==> src/rtl/cpc_romsel_pkg.sv <==
// Shared types and constants for the CPC expansion ROM select stage.
//  - unlock_state_e : states of the EEPROM write-enable unlock sequencer
//  - KEY1 / KEY2    : unlock key bytes written to the unlock port
//  - SEL_PORT_A13   : A13 level that selects the upper-ROM select port
//  - slot_valid()   : slot number is inside the board and populated
package cpc_romsel_pkg;

  typedef enum logic [2:0] {
    LOCKED = 3'd0,
    K1     = 3'd1,
    K2     = 3'd2,
    ARMED  = 3'd3,
    PULSE  = 3'd4
  } unlock_state_e;

  localparam logic [7:0] KEY1         = 8'h55;
  localparam logic [7:0] KEY2         = 8'hAA;
  localparam logic       SEL_PORT_A13 = 1'b0;

  // en_ext is the slot enable vector zero-extended to 256 bits so any
  // 8-bit slot number can index it safely.
  function automatic logic slot_valid(input logic [7:0]   idx,
                                      input logic [255:0] en_ext,
                                      input logic [8:0]   nslots);
    return ({1'b0, idx} < nslots) & en_ext[idx];
  endfunction

endpackage

==> src/rtl/cpc_romsel_ctrl_if.sv <==
// Z80-side bus bundle of the ROM select stage.
//  Inputs to the board : A, D, IOREQ_B, MREQ_B, WR_B, ROMEN_B, slot_en
//  Outputs of the board: cs_b, ROMDIS, rom_we_b, armed
//  master = bus/test driver, slave = cpc_romsel_ctrl.
interface cpc_romsel_ctrl_if #(
  parameter int NSLOTS = 8
);
  logic [15:0]       A;
  logic [7:0]        D;
  logic              IOREQ_B;
  logic              MREQ_B;
  logic              WR_B;
  logic              ROMEN_B;
  logic [NSLOTS-1:0] slot_en;
  logic [NSLOTS-1:0] cs_b;
  logic              ROMDIS;
  logic              rom_we_b;
  logic              armed;

  modport master (
    output A, D, IOREQ_B, MREQ_B, WR_B, ROMEN_B, slot_en,
    input  cs_b, ROMDIS, rom_we_b, armed
  );

  modport slave (
    input  A, D, IOREQ_B, MREQ_B, WR_B, ROMEN_B, slot_en,
    output cs_b, ROMDIS, rom_we_b, armed
  );
endinterface

==> src/rtl/cpc_romsel_unlock.sv <==
// Guarded EEPROM write-enable sequencer.
//  Key sequence 55, AA, <slot> on the unlock port arms one write to <slot>.
//  An armed sequence expires after TIMEOUT cycles; the first matching
//  upper-ROM memory write produces a WE_PULSE-cycle low pulse on rom_we_b.
// Ports:
//  CLK, RESET_B : clock, async active-low reset
//  unlock_wr    : one-cycle strobe, IO write to the unlock port
//  data         : Z80 data bus
//  slot_en_ext  : slot enables zero-extended to 256 bits
//  mem_wr       : one-cycle strobe, memory write to &C000-&FFFF
//  idx          : currently selected ROM number relative to the board base
//  rom_we_b     : registered active-low EEPROM write enable
//  armed        : registered status, high in ARMED and PULSE
module cpc_romsel_unlock #(
  parameter int NSLOTS   = 8,
  parameter int TIMEOUT  = 4096,
  parameter int WE_PULSE = 3
) (
  input  logic         CLK,
  input  logic         RESET_B,
  input  logic         unlock_wr,
  input  logic [7:0]   data,
  input  logic [255:0] slot_en_ext,
  input  logic         mem_wr,
  input  logic [7:0]   idx,
  output logic         rom_we_b,
  output logic         armed
);
  import cpc_romsel_pkg::*;

  localparam int TW = $clog2(TIMEOUT);
  localparam int PW = $clog2(WE_PULSE + 1);
  localparam int CW = (TW > PW) ? TW : PW;
  localparam logic [CW-1:0] T_LAST   = CW'(TIMEOUT - 1);
  localparam logic [CW-1:0] P_LAST   = CW'(WE_PULSE - 1);
  localparam logic [8:0]    NSLOTS_W = 9'(NSLOTS);

  unlock_state_e state_r, state_next_s;
  logic [CW-1:0] cnt_r, cnt_next_s;
  logic [7:0]    slot_r, slot_next_s;
  logic          rom_we_b_r;
  logic          armed_r;

  // Next-state logic; one counter serves as arm timer and pulse width counter.
  always_comb begin
    state_next_s = state_r;
    cnt_next_s   = cnt_r;
    slot_next_s  = slot_r;
    case (state_r)
      LOCKED: begin
        if (unlock_wr && (data == KEY1)) begin
          state_next_s = K1;
        end else begin
          state_next_s = LOCKED;
        end
      end
      K1: begin
        if (unlock_wr) begin
          if (data == KEY2) begin
            state_next_s = K2;
          end else if (data == KEY1) begin
            state_next_s = K1;
          end else begin
            state_next_s = LOCKED;
          end
        end else begin
          state_next_s = K1;
        end
      end
      K2: begin
        if (unlock_wr) begin
          if (slot_valid(data, slot_en_ext, NSLOTS_W)) begin
            state_next_s = ARMED;
            slot_next_s  = data;
            cnt_next_s   = '0;
          end else if (data == KEY1) begin
            state_next_s = K1;
          end else begin
            state_next_s = LOCKED;
          end
        end else begin
          state_next_s = K2;
        end
      end
      ARMED: begin
        if (unlock_wr) begin
          state_next_s = LOCKED;
          cnt_next_s   = '0;
        end else if (mem_wr && (idx == slot_r)) begin
          state_next_s = PULSE;
          cnt_next_s   = '0;
        end else if (cnt_r == T_LAST) begin
          state_next_s = LOCKED;
          cnt_next_s   = '0;
        end else begin
          cnt_next_s   = cnt_r + CW'(1'b1);
        end
      end
      PULSE: begin
        if (cnt_r == P_LAST) begin
          state_next_s = LOCKED;
          cnt_next_s   = '0;
        end else begin
          cnt_next_s   = cnt_r + CW'(1'b1);
        end
      end
      default: begin
        state_next_s = LOCKED;
        cnt_next_s   = '0;
      end
    endcase
  end

  // State, counter and registered outputs; outputs are decoded from next state
  // so rom_we_b falls on the clock that captures the memory write.
  always_ff @(posedge CLK or negedge RESET_B) begin
    if (!RESET_B) begin
      state_r    <= LOCKED;
      cnt_r      <= '0;
      slot_r     <= 8'h00;
      rom_we_b_r <= 1'b1;
      armed_r    <= 1'b0;
    end else begin
      state_r    <= state_next_s;
      cnt_r      <= cnt_next_s;
      slot_r     <= slot_next_s;
      rom_we_b_r <= (state_next_s != PULSE);
      armed_r    <= (state_next_s == ARMED) || (state_next_s == PULSE);
    end
  end

  assign rom_we_b = rom_we_b_r;
  assign armed    = armed_r;

endmodule

==> src/rtl/cpc_romsel_ctrl.sv <==
// Upper-ROM select stage of the CPC expansion ROM board.
//  Latches the ROM number written to the select port (&DFxx, A13 low),
//  decodes active-low chip selects and ROMDIS for slots in this board's
//  window, and hosts the guarded EEPROM write-enable sequencer.
// Ports:
//  CLK     : Z80 clock, all state on rising edge
//  RESET_B : async active-low reset
//  bus     : cpc_romsel_ctrl_if.slave (Z80 bus, slot enables, board outputs)
module cpc_romsel_ctrl #(
  parameter int         NSLOTS    = 8,
  parameter logic [7:0] BASE_ROM  = 8'h00,
  parameter logic [7:0] UNLOCK_HI = 8'hDC,
  parameter int         TIMEOUT   = 4096,
  parameter int         WE_PULSE  = 3
) (
  input logic               CLK,
  input logic               RESET_B,
  cpc_romsel_ctrl_if.slave  bus
);
  import cpc_romsel_pkg::*;

  localparam logic [8:0] NSLOTS_W = 9'(NSLOTS);

  logic [7:0]        romsel_r;
  logic              io_wr_q_r;
  logic              mem_wr_q_r;
  logic              io_wr_s, mem_wr_s, io_edge_s, mem_edge_s;
  logic              unlock_port_s, unlock_wr_s, sel_wr_s, mem_hit_wr_s;
  logic [7:0]        idx_s;
  logic [255:0]      en_ext_s;
  logic              hit_s, rd_sel_s;
  logic [NSLOTS-1:0] cs_b_s;
  logic              unused_a_s;

  assign io_wr_s    = ~bus.IOREQ_B & ~bus.WR_B;
  assign mem_wr_s   = ~bus.MREQ_B & ~bus.WR_B;
  assign io_edge_s  = io_wr_s & ~io_wr_q_r;
  // IO decode wins should both strobes ever appear together.
  assign mem_edge_s = mem_wr_s & ~mem_wr_q_r & ~io_edge_s;

  // The unlock port is matched on the full high byte and is carved out of
  // the A13-low select range, so a key write never changes romsel.
  assign unlock_port_s = (bus.A[15:8] == UNLOCK_HI);
  assign unlock_wr_s   = io_edge_s & unlock_port_s;
  assign sel_wr_s      = io_edge_s & (bus.A[13] == SEL_PORT_A13) & ~unlock_port_s;
  assign mem_hit_wr_s  = mem_edge_s & (bus.A[15:14] == 2'b11);

  // Relative index wraps modulo 256, so ROM numbers below the base miss.
  assign idx_s    = romsel_r - BASE_ROM;
  assign en_ext_s = 256'(bus.slot_en);
  assign hit_s    = slot_valid(idx_s, en_ext_s, NSLOTS_W);
  assign rd_sel_s = hit_s & ~bus.ROMEN_B & bus.A[14];

  assign unused_a_s = ^bus.A[12:0];

  // One-hot active-low chip select for the selected slot during upper-ROM reads.
  always_comb begin
    cs_b_s = '1;
    for (int i = 0; i < NSLOTS; i++) begin
      if (rd_sel_s && (idx_s == 8'(i))) begin
        cs_b_s[i] = 1'b0;
      end else begin
        cs_b_s[i] = 1'b1;
      end
    end
  end

  // ROM number register and write-strobe edge detectors.
  always_ff @(posedge CLK or negedge RESET_B) begin
    if (!RESET_B) begin
      romsel_r   <= 8'h00;
      io_wr_q_r  <= 1'b0;
      mem_wr_q_r <= 1'b0;
    end else begin
      io_wr_q_r  <= io_wr_s;
      mem_wr_q_r <= mem_wr_s;
      if (sel_wr_s) begin
        romsel_r <= bus.D;
      end else begin
        romsel_r <= romsel_r;
      end
    end
  end

  assign bus.cs_b   = cs_b_s;
  assign bus.ROMDIS = rd_sel_s;

  cpc_romsel_unlock #(
    .NSLOTS   (NSLOTS),
    .TIMEOUT  (TIMEOUT),
    .WE_PULSE (WE_PULSE)
  ) u_unlock (
    .CLK         (CLK),
    .RESET_B     (RESET_B),
    .unlock_wr   (unlock_wr_s),
    .data        (bus.D),
    .slot_en_ext (en_ext_s),
    .mem_wr      (mem_hit_wr_s),
    .idx         (idx_s),
    .rom_we_b    (bus.rom_we_b),
    .armed       (bus.armed)
  );

endmodule

==> src/flat_wrapper.sv <==
// flat-port wrapper written by rule: the top's interface ports become plain ports
module cpc_romsel_ctrl_flat import cpc_romsel_pkg::*;
#(
  parameter int         NSLOTS    = 8,
  parameter logic [7:0] BASE_ROM  = 8'h00,
  parameter logic [7:0] UNLOCK_HI = 8'hDC,
  parameter int         TIMEOUT   = 4096,
  parameter int         WE_PULSE  = 3
)
  (CLK, RESET_B, bus_A, bus_D, bus_IOREQ_B, bus_MREQ_B, bus_WR_B, bus_ROMEN_B, bus_slot_en, bus_cs_b, bus_ROMDIS, bus_rom_we_b, bus_armed);
  cpc_romsel_ctrl_if #(.NSLOTS(NSLOTS)) bus_i ();
  input logic CLK;
  input logic RESET_B;
  input wire logic [$bits(bus_i.A)-1:0] bus_A;
  input wire logic [$bits(bus_i.D)-1:0] bus_D;
  input wire logic [$bits(bus_i.IOREQ_B)-1:0] bus_IOREQ_B;
  input wire logic [$bits(bus_i.MREQ_B)-1:0] bus_MREQ_B;
  input wire logic [$bits(bus_i.WR_B)-1:0] bus_WR_B;
  input wire logic [$bits(bus_i.ROMEN_B)-1:0] bus_ROMEN_B;
  input wire logic [$bits(bus_i.slot_en)-1:0] bus_slot_en;
  output wire logic [$bits(bus_i.cs_b)-1:0] bus_cs_b;
  output wire logic [$bits(bus_i.ROMDIS)-1:0] bus_ROMDIS;
  output wire logic [$bits(bus_i.rom_we_b)-1:0] bus_rom_we_b;
  output wire logic [$bits(bus_i.armed)-1:0] bus_armed;
  assign bus_i.A = bus_A;
  assign bus_i.D = bus_D;
  assign bus_i.IOREQ_B = bus_IOREQ_B;
  assign bus_i.MREQ_B = bus_MREQ_B;
  assign bus_i.WR_B = bus_WR_B;
  assign bus_i.ROMEN_B = bus_ROMEN_B;
  assign bus_i.slot_en = bus_slot_en;
  assign bus_cs_b = bus_i.cs_b;
  assign bus_ROMDIS = bus_i.ROMDIS;
  assign bus_rom_we_b = bus_i.rom_we_b;
  assign bus_armed = bus_i.armed;
  cpc_romsel_ctrl #(.NSLOTS(NSLOTS), .BASE_ROM(BASE_ROM), .UNLOCK_HI(UNLOCK_HI), .TIMEOUT(TIMEOUT), .WE_PULSE(WE_PULSE)) u_core (.CLK(CLK), .RESET_B(RESET_B), .bus(bus_i));
endmodule
==> config.mk <==
export PLATFORM = sky130hd
export DESIGN_NAME = cpc_romsel_ctrl_flat
export DESIGN_NICKNAME = d
export VERILOG_FILES = /design/src/rtl/cpc_romsel_pkg.sv /design/src/rtl/cpc_romsel_ctrl_if.sv /design/src/rtl/cpc_romsel_unlock.sv /design/src/rtl/cpc_romsel_ctrl.sv /design/src/flat_wrapper.sv
export SDC_FILE = /design/constraint.sdc
export NUM_CORES = 1
export LEC_CHECK = 0
export ABC_AREA = 1
export CORE_UTILIZATION = 47
export DETAILED_ROUTE_END_ITERATION = 8
export PLACE_DENSITY = 0.86
export SLEW_MARGIN = 20
export SYNTH_ARGS = -nofsm -noshare
export SYNTH_HDL_FRONTEND = slang
export SYNTH_SLANG_ARGS = --single-unit
==> constraint.sdc <==
create_clock -name CLK -period 1.5 [get_ports CLK]
set_input_delay 0.15 -clock CLK [delete_from_list [all_inputs] [get_ports CLK]]
set_output_delay 0.15 -clock CLK [all_outputs]
set_load 0.02 [all_outputs]
==> summary.txt <==
Route
  – DRT iter0 DRCs: 343
  – Routed via count: 2992
  – Routed WL: 8360 um
  – Initial DRT Pass Iterations: 5
  – Wire length per cell: 15.4 um
  – Number of vias per cell: 5.52
  – Drt drc: 0
  – Final ANT Viol Nets: 0

Job
  – # Max-Cap Violations: 0

Yosys
  – Post-Syn Area: 2530 um^2
  – Synth cell types: 39
  – Post-synth EDFFs: 0
  – Synthesis Warnings: 0
  – Async set-reset flop share out of synthesis: 1.00
  – Register area share after synthesis: 0.347
  – Top FF cell, synth: dfrtp_1
  – #FFs+latches synth: 35
  – Syn Inst Count: 368
  – Synthesized net count: 408
  – Syn_area_per_cell: 6.87 um^2

Timing
  – RSZ-0062 raised after global routing: yes
  – Final worst-path cycle share: 1.29
  – Hold Vio Cnt, Final: 0
  – F_max: 519 MHz
  – Final setup margin: -0.428 ns
  – Slew margin rel.: 0.741
  – Clock Skew: 0.00629 ns
  – Worst-margin pin slew: 0.385 ns
  – Tmin final: 1.93 ns
  – Max Slew Vio Count: 0
  – Final setup fails: 23

Placement
  – I/O Buffers: 40
  – Detailed Place HPWL: 5250 um
  – GPL Wtd Cong: 0.912

Power and ir drop
  – Leak: 1.95 nW
  – Power consumption: 2.61 mW
  – Worst vdd ir: 0.645 mV
  – PD cells: 682 nW/um^2

Status
  – Run status: finished, violations left
  – Failing checks: setup timing

GRT
  – Largest net degree at the start of global routing: 36
  – GRT overflow: 0
  – First-pass GRT wire length: 12200 um
  – Antenna violations before repair: 0
  – Total track usage: 0.283
  – Vias in the first global route: 2885

Setup path
  – Cell mode on critical path: nand2_1
  – Worst reg-to-reg setup slack: -0.10 ns
  – CP max-delay cell: dfrtp_2
  – Crit-path max FO: 7
  – R2R Path End: u_core.u_unlock.cnt_r[7]$_DFFE_PN0P_
  – Critical Path RT: 1.35 ns
  – CP endpoint kind: output port
  – CP startpoint kind: flop
  – Critical path type: reg2out
  – Crit path cell chain: inv_2, nor2_4, a22oi_1, nand2_1, nand2_1, nand2_2, and2_4, nand3_2, buf_6
  – FF-to-FF Start: u_core.romsel_r[1]$_DFFE_PN0P_
  – Max incr delay on CP: 0.48 ns
  – Crit path DAT: 1.78 ns
  – R2R depth: 9

Final layout
  – Layout area overhead: 51.2%
  – Util after Layout: 0.744
  – Commonest non-fill, non-tap cell in the layout: nand2_1
  – Final net count: 511
  – Fill cells: 343
  – Highest-count cells in the layout ignoring fill and taps: nand2_1, buf_4, inv_1
  – Diodes inserted: 0
  – Share of cells above drive strength 1: 0.328

Floorplan
  – Die Area: 5680 um^2
  – Effective utilization at floorplan: 0.492
  – Top Ports: 49
  – Chip width: 75.4 um
  – Die Y: 75.4 um
  – Core Box Area: 5140 um^2
  – Row cnt: 26

Clocking
  – Num CTS Buffers: 5
  – CTS Root Buffer Type: clkbuf_8
  – Clk_lat worst skew: 0.30 ns
  – CTS max path bufs: 2
  – Hold_buf cts: 0
  – Htree depth: 2
  – Clk sinks: 35
  – Worst-path clk slew: 0.08 ns
  – CTS tree: built

Min path
  – Worst Hold Class: in2async
[registers in the layout (all words and copies together), names as in the netlist]
| name | flops |
|---|---|
| u_core.romsel_r | 8 |
| u_core.u_unlock.state_r | 3 |
| u_core.mem_wr_q_r | 1 |
| u_core.u_unlock.slot_r | 8 |
| u_core.u_unlock.cnt_r | 12 |
| u_core.u_unlock.rom_we_b | 1 |
| u_core.io_wr_q_r | 1 |
| u_core.u_unlock.armed | 1 |
[worst max-delay path: cells and delay by family, from the launching register on]
kind | cells | cell delay, ns
DFF | 1 | 0.48
and+or+nand+nor | 6 | 0.55
buffers and inverters | 2 | 0.23
AOI/OAI and AO/OA | 1 | 0.22
[per-stage QoR]
stage	hold slack, ns	cells	TNS, ns	setup slack (ns)	cell area (um^2)
2_1_floorplan	-0.146	368	0	0.00895	2550
3_3_place_gp	0.475	526	-14.64	-0.565	3420
3_5_place_dp	0.480	526	-17.65	-0.692	3420
4_1_cts	0.226	539	-2.54	-0.294	3710
5_1_grt	0.237	542	-6.33	-0.465	3830
6_report	0.212	542	-4.64	-0.428	3830
[cell type report]
type | count | area, um^2 | area share
tap | 70 | 87.6 | 0.0229
clock inverter | 1 | 7.51 | 0.00196
inverter | 54 | 206 | 0.0540
multi-input combinational | 275 | 1620 | 0.423
sequential | 35 | 881 | 0.230
timing repair buffer | 100 | 927 | 0.242
clock buffer | 7 | 96.3 | 0.0252
[metal layers]
metal / wire [um] / up-vias / GRT usage / part of all wire
li1: - / 1391 / - / -
met1: 3200 / 1422 / 0.323 / 0.38
met2: 4390 / 145 / 0.525 / 0.53
met3: 515 / 34 / 0.0489 / 0.062
met4: 255 / 0 / 0.111 / 0.031
met5: 0 / - / 0 / 0
[repair_timing]
item	CTS	global route
pin swaps	11	10
resized for setup	88	26
gates cloned	0	1
setup buffers	5	2
endpoints found under the setup margin	35	32
[power by group]
group | leakage (nW) | switching [mW] | internal (mW)
combinational | 1.43 | 0.394 | 0.366
clock | 0.0505 | 0.389 | 0.418
sequential | 0.464 | 0.0556 | 0.988
[how the worst max path moves through the flow]
stage                        endpoint                           start  depth (start not counted)  slack [ns]
final                     bus_cs_b[7]  u_core.romsel_r[0]$_DFFE_PN0P_                          9       -0.43
after global routing      bus_cs_b[6]  u_core.romsel_r[0]$_DFFE_PN0P_                          9       -0.47
after CTS                 bus_cs_b[4]  u_core.romsel_r[1]$_DFFE_PN0P_                          9       -0.29
after detailed placement  bus_cs_b[4]                       bus_A[14]                          7       -0.69
after global placement    bus_cs_b[7]                       bus_A[14]                          7       -0.56
after floorplan           bus_cs_b[0]  u_core.romsel_r[0]$_DFFE_PN0P_                          8       0.009
[synth_stat cells (2+ instances only)]
cell	number	share of area
o21ai_0	9	0.018
nor3_4	2	0.013
nand4_1	14	0.035
ha_1	2	0.0099
a22oi_1	4	0.012
nand2_2	4	0.0099
a21oi_1	4	0.0079
nand3_1	43	0.085
nand3_2	2	0.0079
o21ai_2	3	0.010
inv_1	46	0.068
inv_2	6	0.0089
buf_6	2	0.0089
nor3_1	3	0.0059
xnor2_1	2	0.0069
nor2_2	3	0.0074
nand2_1	120	0.18
nand3_4	3	0.021
nor4_1	2	0.0049
nor2_4	2	0.0089
dfrtp_1	34	0.34
nor2_1	38	0.056
xor2_1	4	0.014
[kinds of logic (layout without fill, tap and decap cells)]
group,count (synthesis),in the layout,synth area share
simple gates,246,246,0.477
buf+inv,58,162,0.0945
flops,35,35,0.347
compound gates,21,21,0.0509
xor+xnor,6,6,0.0208
fa+ha+maj,2,2,0.00989
Power figures use the tool's default switching activity.
